**config.mk**
```make
export PLATFORM = sky130hd
export DESIGN_NAME = pc_fetch_ctrl
export DESIGN_NICKNAME = d
export VERILOG_FILES = /design/src/rtl/pc_fetch_ctrl.sv
export SDC_FILE = /design/constraint.sdc
export NUM_CORES = 1
export LEC_CHECK = 0
export CAP_MARGIN = 15
export CORE_MARGIN = 10
export CORE_UTILIZATION = 46
export CTS_BUF_LIST = sky130_fd_sc_hd__clkbuf_4
export CTS_CLUSTER_SIZE = 30
export DETAILED_ROUTE_END_ITERATION = 7
export MAX_ROUTING_LAYER = met4
export PLACE_DENSITY = 0.74
export SLEW_MARGIN = 10
export SYNTH_ARGS = -nofsm -noshare
export SYNTH_HDL_FRONTEND = slang
export SYNTH_SLANG_ARGS = --single-unit
```
**constraint.sdc**
```tcl
create_clock -name clk -period 1.9 [get_ports clk]
set_clock_uncertainty 0.15 [all_clocks]
set_input_delay 0.38 -clock clk [delete_from_list [all_inputs] [get_ports clk]]
set_output_delay 0.38 -clock clk [all_outputs]
set_load 0.03 [all_outputs]
```
**src/rtl/pc_fetch_ctrl.sv**
```systemverilog
// pc_fetch_ctrl: owns the PC, sequences req/ack instruction fetch and applies EX redirects.
module pc_fetch_ctrl #(
  parameter int                DATA_W   = 16,
  parameter int                PC_STEP  = 4,
  parameter logic [DATA_W-1:0] RESET_PC = '0
) (
  input  logic              clk,
  input  logic              rst,
  input  logic              stall,
  input  logic              branch_req,
  input  logic              branch_taken,
  input  logic              jump_req,
  input  logic [DATA_W-1:0] target_pc,
  output logic              imem_req,
  output logic [DATA_W-1:0] imem_addr,
  input  logic              imem_ack,
  output logic              instr_valid,
  output logic [DATA_W-1:0] instr_pc,
  output logic              flush,
  output logic              misalign
);
  typedef enum logic [1:0] {IDLE, FETCH, DRAIN} state_t;
  state_t            state_q, state_d;
  logic [DATA_W-1:0] pc_q, pc_d, tgt_q, tgt_d;
  logic              out_q, out_d;
  logic              redir, aligned, act, ack;
  assign redir       = jump_req | (branch_req & branch_taken);
  assign aligned     = (target_pc & DATA_W'(PC_STEP - 1)) == '0;
  assign act         = redir & (state_q != IDLE);
  assign flush       = act & aligned;
  assign misalign    = act & ~aligned;
  assign imem_req    = (state_q == DRAIN) | ((state_q == FETCH) & (~stall | out_q));
  assign imem_addr   = pc_q;
  assign ack         = imem_ack & imem_req;
  assign instr_valid = (state_q == FETCH) & ack & ~flush;
  assign instr_pc    = pc_q;
  always_comb begin
    state_d = state_q;
    pc_d    = pc_q;
    tgt_d   = tgt_q;
    out_d   = out_q;
    case (state_q)
      IDLE: state_d = FETCH;
      FETCH: begin
        // a redirect with no outstanding request abandons nothing; otherwise drain it
        out_d = imem_req & ~ack & ~(flush & ~out_q);
        if (ack) pc_d = flush ? target_pc : pc_q + DATA_W'(PC_STEP);
        else if (flush & out_q) begin
          tgt_d   = target_pc;
          state_d = DRAIN;
        end else if (flush) pc_d = target_pc;
      end
      DRAIN: begin
        if (ack) begin
          pc_d    = flush ? target_pc : tgt_q;
          out_d   = 1'b0;
          state_d = FETCH;
        end else if (flush) tgt_d = target_pc;
      end
      default: state_d = IDLE;
    endcase
  end
  always_ff @(posedge clk) begin
    if (rst) begin
      state_q <= IDLE;
      pc_q    <= RESET_PC;
      tgt_q   <= '0;
      out_q   <= 1'b0;
    end else begin
      state_q <= state_d;
      pc_q    <= pc_d;
      tgt_q   <= tgt_d;
      out_q   <= out_d;
    end
  end
endmodule

```
==> results.yml, run 1 <==
run_status:
  status: "finished with violations"
  violations: "negative setup slack"
clock_network:
  cts.reportedPaths.clkPinSlew_ps: 120
  h-tree-depth: 2
  holdBufCountCts: 0
  cts_tree: "done"
  numCtsBuffers: 5
  clk-insertion-delay-late_ps: 360
  clock-root-buffer: "clkbuf_4"
  clockBufferDepth: 2
  cts_sinks: 35
global_route:
  antenna_found_initial: 0
  gr-total-overflow: 0
  grt_pass1_vias: 2558
  track_usage_pct: 18.8
  grt_pass1_wl_mm: 12.7
  grt_max_degree: 19
sta:
  final.period_utilization_pct: 112
  setup_ws_ps: -222
  finalHoldViolCount: 0
  maxSlewHeadroom_pct: 77.4
  drv_slew: 0
  fin_crit_ps: 2120
  grt_setup_unrepaired: "true"
  setup_viol: 35
  max_freq_mhz: 471
  max_slew.worst_pin.slew_ps: 337
  hold_ws_ps: 224
detailed_routing:
  routed.top_layer: "met4"
  wl_per_cell_um: 19.1
  wl_met3_um: 560
  avgViaCountPerCell: 5.90
  drtIter0Drc: 274
  ant_nets: 0
  wl_met1_mm: 3.58
  drc: 0
  routed_wl_mm: 8.64
  met2_length_mm: 4.29
  routed-via-count: 2669
  dr.pass1.iters: 5
layout:
  finalNonFillerCells: 452
  area_growth_pct: 61.4
  fillCellCount: 330
  seqCellArea_um2: 722
  nNetsFinal: 408
  finish.utilization_pct: 75.5
  multi_input_area_mm2: 0.00176
  drive_gt1_share_pct: 41.6
  insertedDiodeCount: 0
place:
  hpwl_mm: 5.62
  dpl.cell_count: 427
  gp_congestion: 0.866
  io_buffers: 58
logic_synthesis:
  ys_types: 64
  yosysMostFrequentCell: "dfxtp_1"
  synth_edf_count: 0
  synth_ff_type: "dfxtp_1"
  synth-seq-area-share_pct: 29.7
  ys_async_sr_fraction_pct: 0
  synth_common_cells: "35 x dfxtp_1, 22 x nor2_1, 19 x a21oi_1, 17 x buf_4, 17 x nand2_1"
  yosysTopAreaCell: "dfxtp_1"
  yosys-top-cells-area: "dfxtp_1 30%, mux2i_1 6.4%, buf_4 5.4%, a21oi_1 4.0%, nor2_1 3.5%"
  yosysWarnings: 0
  synth_top_area_share_pct: 29.7
  avgSynthCellArea_um2: 8.42
  synthCells: 280
  syn-num-nets: 307
  ys_seq_elements: 35
  synthesis.area_mm2: 0.00236
floorplan:
  core_area_mm2: 0.00504
  die_w_um: 91.6
  die_area_mm2: 0.00839
  fp.dieH_um: 91.6
  num_io_pins: 59
  initial_core_util_pct: 46.8
  num_rows: 26
critical_path:
  crit_path_end_kind: "output pin"
  arrival_ps: 1590
  start_kind: "register"
  crit_fanout: 5
  path_class: "reg -> out"
  critical_path_required_ps: 1370
power:
  p_leak_nw: 1.60
  ir_drop_mv: 0.962
  power_density_mw_per_mm2: 1510
flow_run:
  drv_cap: 0
min_path:
  hp-class: "in -> reg"
sequential cells by signal, indices dropped and copies added (netlist names):
name,flops
imem_addr,16
out_q,1
state_q,2
tgt_q,16
logic make-up (layout without fill, tap and decap cells):
family	count (synthesis)	count (layout)	synth area share, %
flops	35	35	29.7
simple gates	101	102	24.9
compound gates	77	77	24.1
fa+ha+maj	4	4	2.12
xor+xnor	3	3	1.11
mux	17	17	7.32
buf+inv	43	144	10.7
cell type report:
cell class                      instances  share of cell area (%)
Clock inverter                          2                   0.197
Sequential cell                        35                    19.0
Multi-Input combinational cell        203                    46.1
Inverter                               11                    1.41
Timing Repair Buffer                  125                    29.8
Clock buffer                            6                    1.18
Tap cell                               70                    2.30
cell usage in the layout (no fill, tap or decap), types with 4 or more instances in the layout:
| master | netlist | routed |
|---|---|---|
| buf_4 | 17 | 49 |
| dlygate4sd2_1 | 0 | 36 |
| dfxtp_1 | 35 | 24 |
| nor2_1 | 22 | 21 |
| buf_6 | 3 | 17 |
| clkdlybuf4s50_1 | 0 | 16 |
| mux2i_1 | 15 | 15 |
| nand2_1 | 17 | 14 |
| a21oi_1 | 19 | 10 |
| a21oi_2 | 0 | 9 |
| and3_1 | 10 | 9 |
| dfxtp_2 | 0 | 8 |
| inv_1 | 10 | 7 |
| nor3_1 | 9 | 6 |
| clkbuf_4 | 0 | 6 |
| nand3_2 | 1 | 4 |
| nor4_4 | 1 | 4 |
| nand3_1 | 8 | 4 |
| o211ai_1 | 4 | 4 |
| o31ai_2 | 2 | 4 |
| a21boi_0 | 6 | 4 |
| nor3b_1 | 4 | 4 |
worst max-delay path: stages, from the launching register on:
cell	delay (ps)
dfxtp_2	360
buf_6	120
ha_4	180
a21o_4	220
buf_6	110
nand3_4	80
nor2_4	40
buf_6	130
routing by layer:
metal / vias up / global-route usage, %
met5: - / -
met4: 0 / 7.44
met3: 29 / 4.03
met2: 122 / 31.6
met1: 1280 / 21.2
li1: 1238 / -
worst paths after layout:
path | cells past startpoint | start | slack [ps] | end
worst min-delay path | 3 | stall | 220 | out_q
worst max-delay path | 7 | state_q[0] | -220 | instr_valid
worst max register to register | 7 | state_q[0] | -150 | imem_addr[13]
worst min register to register | 1 | tgt_q[0] | 330 | tgt_q[0]
per-stage QoR:
stage / setup slack (ps) / TNS, ps / power (mW) / area [um^2]
floorplan: -62.3 / -926 / 3.30 / 2420
global placement: -400 / -12540 / 4.43 / 3270
detailed placement: -492 / -14930 / 4.49 / 3270
CTS: -237 / -4330 / 5.18 / 3580
global route: -255 / -6080 / 6.02 / 3810
finish: -222 / -3870 / 5.75 / 3810
report_power, final:
part           switching, mW  internal (mW)  leakage (nW)
Clock                  0.282          0.152        0.0307
Sequential             0.207          0.944         0.290
Combinational           2.32           1.84          1.28
Total                   2.81           2.94          1.60
repair_timing:
action | in CTS | in global routing
pin swaps | 28 | 27
gates cloned | 1 | 1
endpoints found under the setup margin | 68 | 41
buffers inserted | 12 | 3
gates resized for setup | 83 | 47
(Power assumes the default switching activity.)
==> inputs of run 2 (changes only) <==
Settings changed: CORE_ASPECT_RATIO set to 1.5, CORE_UTILIZATION 46 to 45, CTS_BUF_LIST sky130_fd_sc_hd__clkbuf_4 to sky130_fd_sc_hd__clkbuf_16, CTS_CLUSTER_SIZE 30 to not set, PLACE_DENSITY 0.74 to 0.73.
==> run 2 against run 1 <==
Effect of this change:
- total power grew 4.0%
- final cell count grew 1.3%
- sequential power is essentially flat
- critical endpoint is now imem_addr[1]
- highest routed layer unchanged
- fmax grew 3.1%
- count of clock-buffer cells in the layout shrank 1
- non-clock buffer count grew 9
- sequential cell count is the same
- the run still ends with negative setup slack left
- via count is essentially flat
- sequential share of layout area shrank 0.21 points
==> results.yml, run 2 (synthesis gave the netlist of run 1 again) <==
layout:
  insertedDiodeCount: 0
  final_cell_mix: "60 x buf_4, 25 x dfxtp_1, 24 x clkdlybuf4s50_1, 23 x dlygate4sd2_1, 21 x nor2_1"
  finalNonFillerCells: 458
  final_common_cell: "buf_4"
  nNetsFinal: 416
  drive_gt1_share_pct: 38.5
  area_growth_pct: 63.5
  fillCellCount: 382
floorplan:
  fp.dieH_um: 109
  die_w_um: 79.1
  core_area_mm2: 0.00512
  initial_core_util_pct: 46.0
  die_area_mm2: 0.00860
  num_io_pins: 59
  num_rows: 32
sta:
  final.period_utilization_pct: 108
  fin_crit_ps: 2060
  hold_ws_ps: 313
  max_freq_mhz: 486
  drv_slew: 0
  setup_ws_ps: -159
  grt_setup_unrepaired: "true"
  max_slew.worst_pin.slew_ps: 338
  setup_viol: 34
  finalHoldViolCount: 0
  maxSlewHeadroom_pct: 77.4
power:
  p_leak_nw: 1.72
  power_density_mw_per_mm2: 1550
  ir_drop_mv: 0.888
  total_power_mw: 5.98
critical_path:
  start_kind: "register"
  cp.depth: 7
  worst-path-buf-inv: 1
  rrSetupSlack_ps: -160
  critical_path.endpoint: "imem_addr[1]"
  path_class: "reg -> reg"
  crit_path_end_kind: "register"
  critPathMaxStageDelay_ps: 360
  crit_fanout: 5
  cpLargestDelayFamily: "simple AND/OR/NAND/NOR gates"
  path_cells: "inv_4 > ha_4 > and4bb_4 > or3_4 > nand2_2 > a21oi_1 > a311oi_2"
  crit_path_start: "state_q[0]"
  r2r_cells: 7
  worst_r2r_startpoint: "state_q[0]"
  arrival_ps: 2090
  cp_slowest_cell: "dfxtp_4"
  critical_path_required_ps: 1930
  worstReg2RegEnd: "imem_addr[1]"
place:
  io_buffers: 58
  hpwl_mm: 5.61
  dp_slack_ps: -428
  dpl.cell_count: 433
  gp_congestion: 0.869
detailed_routing:
  drc: 0
  ant_nets: 0
  avgViaCountPerCell: 5.82
  dr.pass1.iters: 4
  wl_per_cell_um: 18.5
  routed-via-count: 2667
  drtIter0Drc: 238
  routed_wl_mm: 8.48
global_route:
  track_usage_pct: 18.5
  grt_pass1_vias: 2652
  grt_pass1_wl_mm: 12.6
  grt_max_degree: 17
  gr-total-overflow: 0
  antenna_found_initial: 0
run_status:
  status: "finished with violations"
  violations: "negative setup slack"
clock_network:
  holdBufCountCts: 0
  h-tree-depth: 2
  cts.reportedPaths.clkPinSlew_ps: 50
  numCtsBuffers: 5
  clockBufferDepth: 2
  cts_sinks: 35
  cts_tree: "done"
  clk-insertion-delay-late_ps: 280
  clock-root-buffer: "clkbuf_16"
flow_run:
  drv_cap: 0
min_path:
  hp-class: "reg -> reg"
[run 2: changes by cell type in the layout (fill, tap and decap cells not counted), sizes merged, moves of 2 or more]
cell / change
dlygate4sd2: -13
dlymetal6s2s: +5
inv: +2
clkdlybuf4s50: +8
buf: +9
[run 2: power by group]
part / switching [mW] / internal (mW) / leakage, nW
registers: 0.179 / 0.949 / 0.290
logic: 2.23 / 1.83 / 1.35
clock network: 0.311 / 0.474 / 0.0762
total: 2.72 / 3.25 / 1.72
[run 2: final cells by class]
cell class                      instances  area (um^2)  area share (%)
Clock buffer                            5          125            3.24
Clock inverter                          3         12.5           0.324
Inverter                               11         53.8            1.40
Multi-Input combinational cell        202         1640            42.5
Sequential cell                        35          723            18.8
Tap cell                               68         85.1            2.21
Timing Repair Buffer                  134         1220            31.5
[run 2: worst min-delay path by stage]
stage	from	endpoint	slack [ps]	depth (start not counted)
floorplan	tgt_q[3]	tgt_q[3]	300	2
global placement	tgt_q[0]	tgt_q[0]	310	1
detailed placement	tgt_q[0]	tgt_q[0]	310	1
CTS	tgt_q[0]	tgt_q[0]	320	1
global route	tgt_q[1]	tgt_q[1]	320	1
finish	tgt_q[0]	tgt_q[0]	310	1
[run 2: per-stage QoR]
step | util, % | instance area [um^2] | setup TNS (ps)
floorplan | - | 2420 | -926
finish | 75.2 | 3860 | -2740
CTS | 71.3 | 3650 | -1580
global placement | 64.8 | 3320 | -11620
global route | 75.2 | 3860 | -5900
detailed placement | 64.8 | 3320 | -12620
[run 2: timing repair]
item / CTS / global route
resized for setup: 66 / 33
buffers inserted: 5 / 13
setup endpoints to repair: 50 / 43
pin swaps: 24 / 12
cloned: 0 / 0
[run 2: metal layers]
| metal | global-route usage [%] | wire length [um] | vias up |
|---|---|---|---|
| met2 | 33.0 | 4560 | 105 |
| met4 | 6.68 | 227 | 0 |
| met3 | 3.95 | 465 | 23 |
| met1 | 19.4 | 3230 | 1288 |
| met5 | - | 0 | - |
| li1 | - | - | 1251 |
[run 2: worst register-to-register path: stages, from the launching register on]
cell      delay [ps]
dfxtp_4          360
inv_4             70
ha_4             160
and4bb_4         260
or3_4            360
nand2_2          140
a21oi_1          140
a311oi_2         310
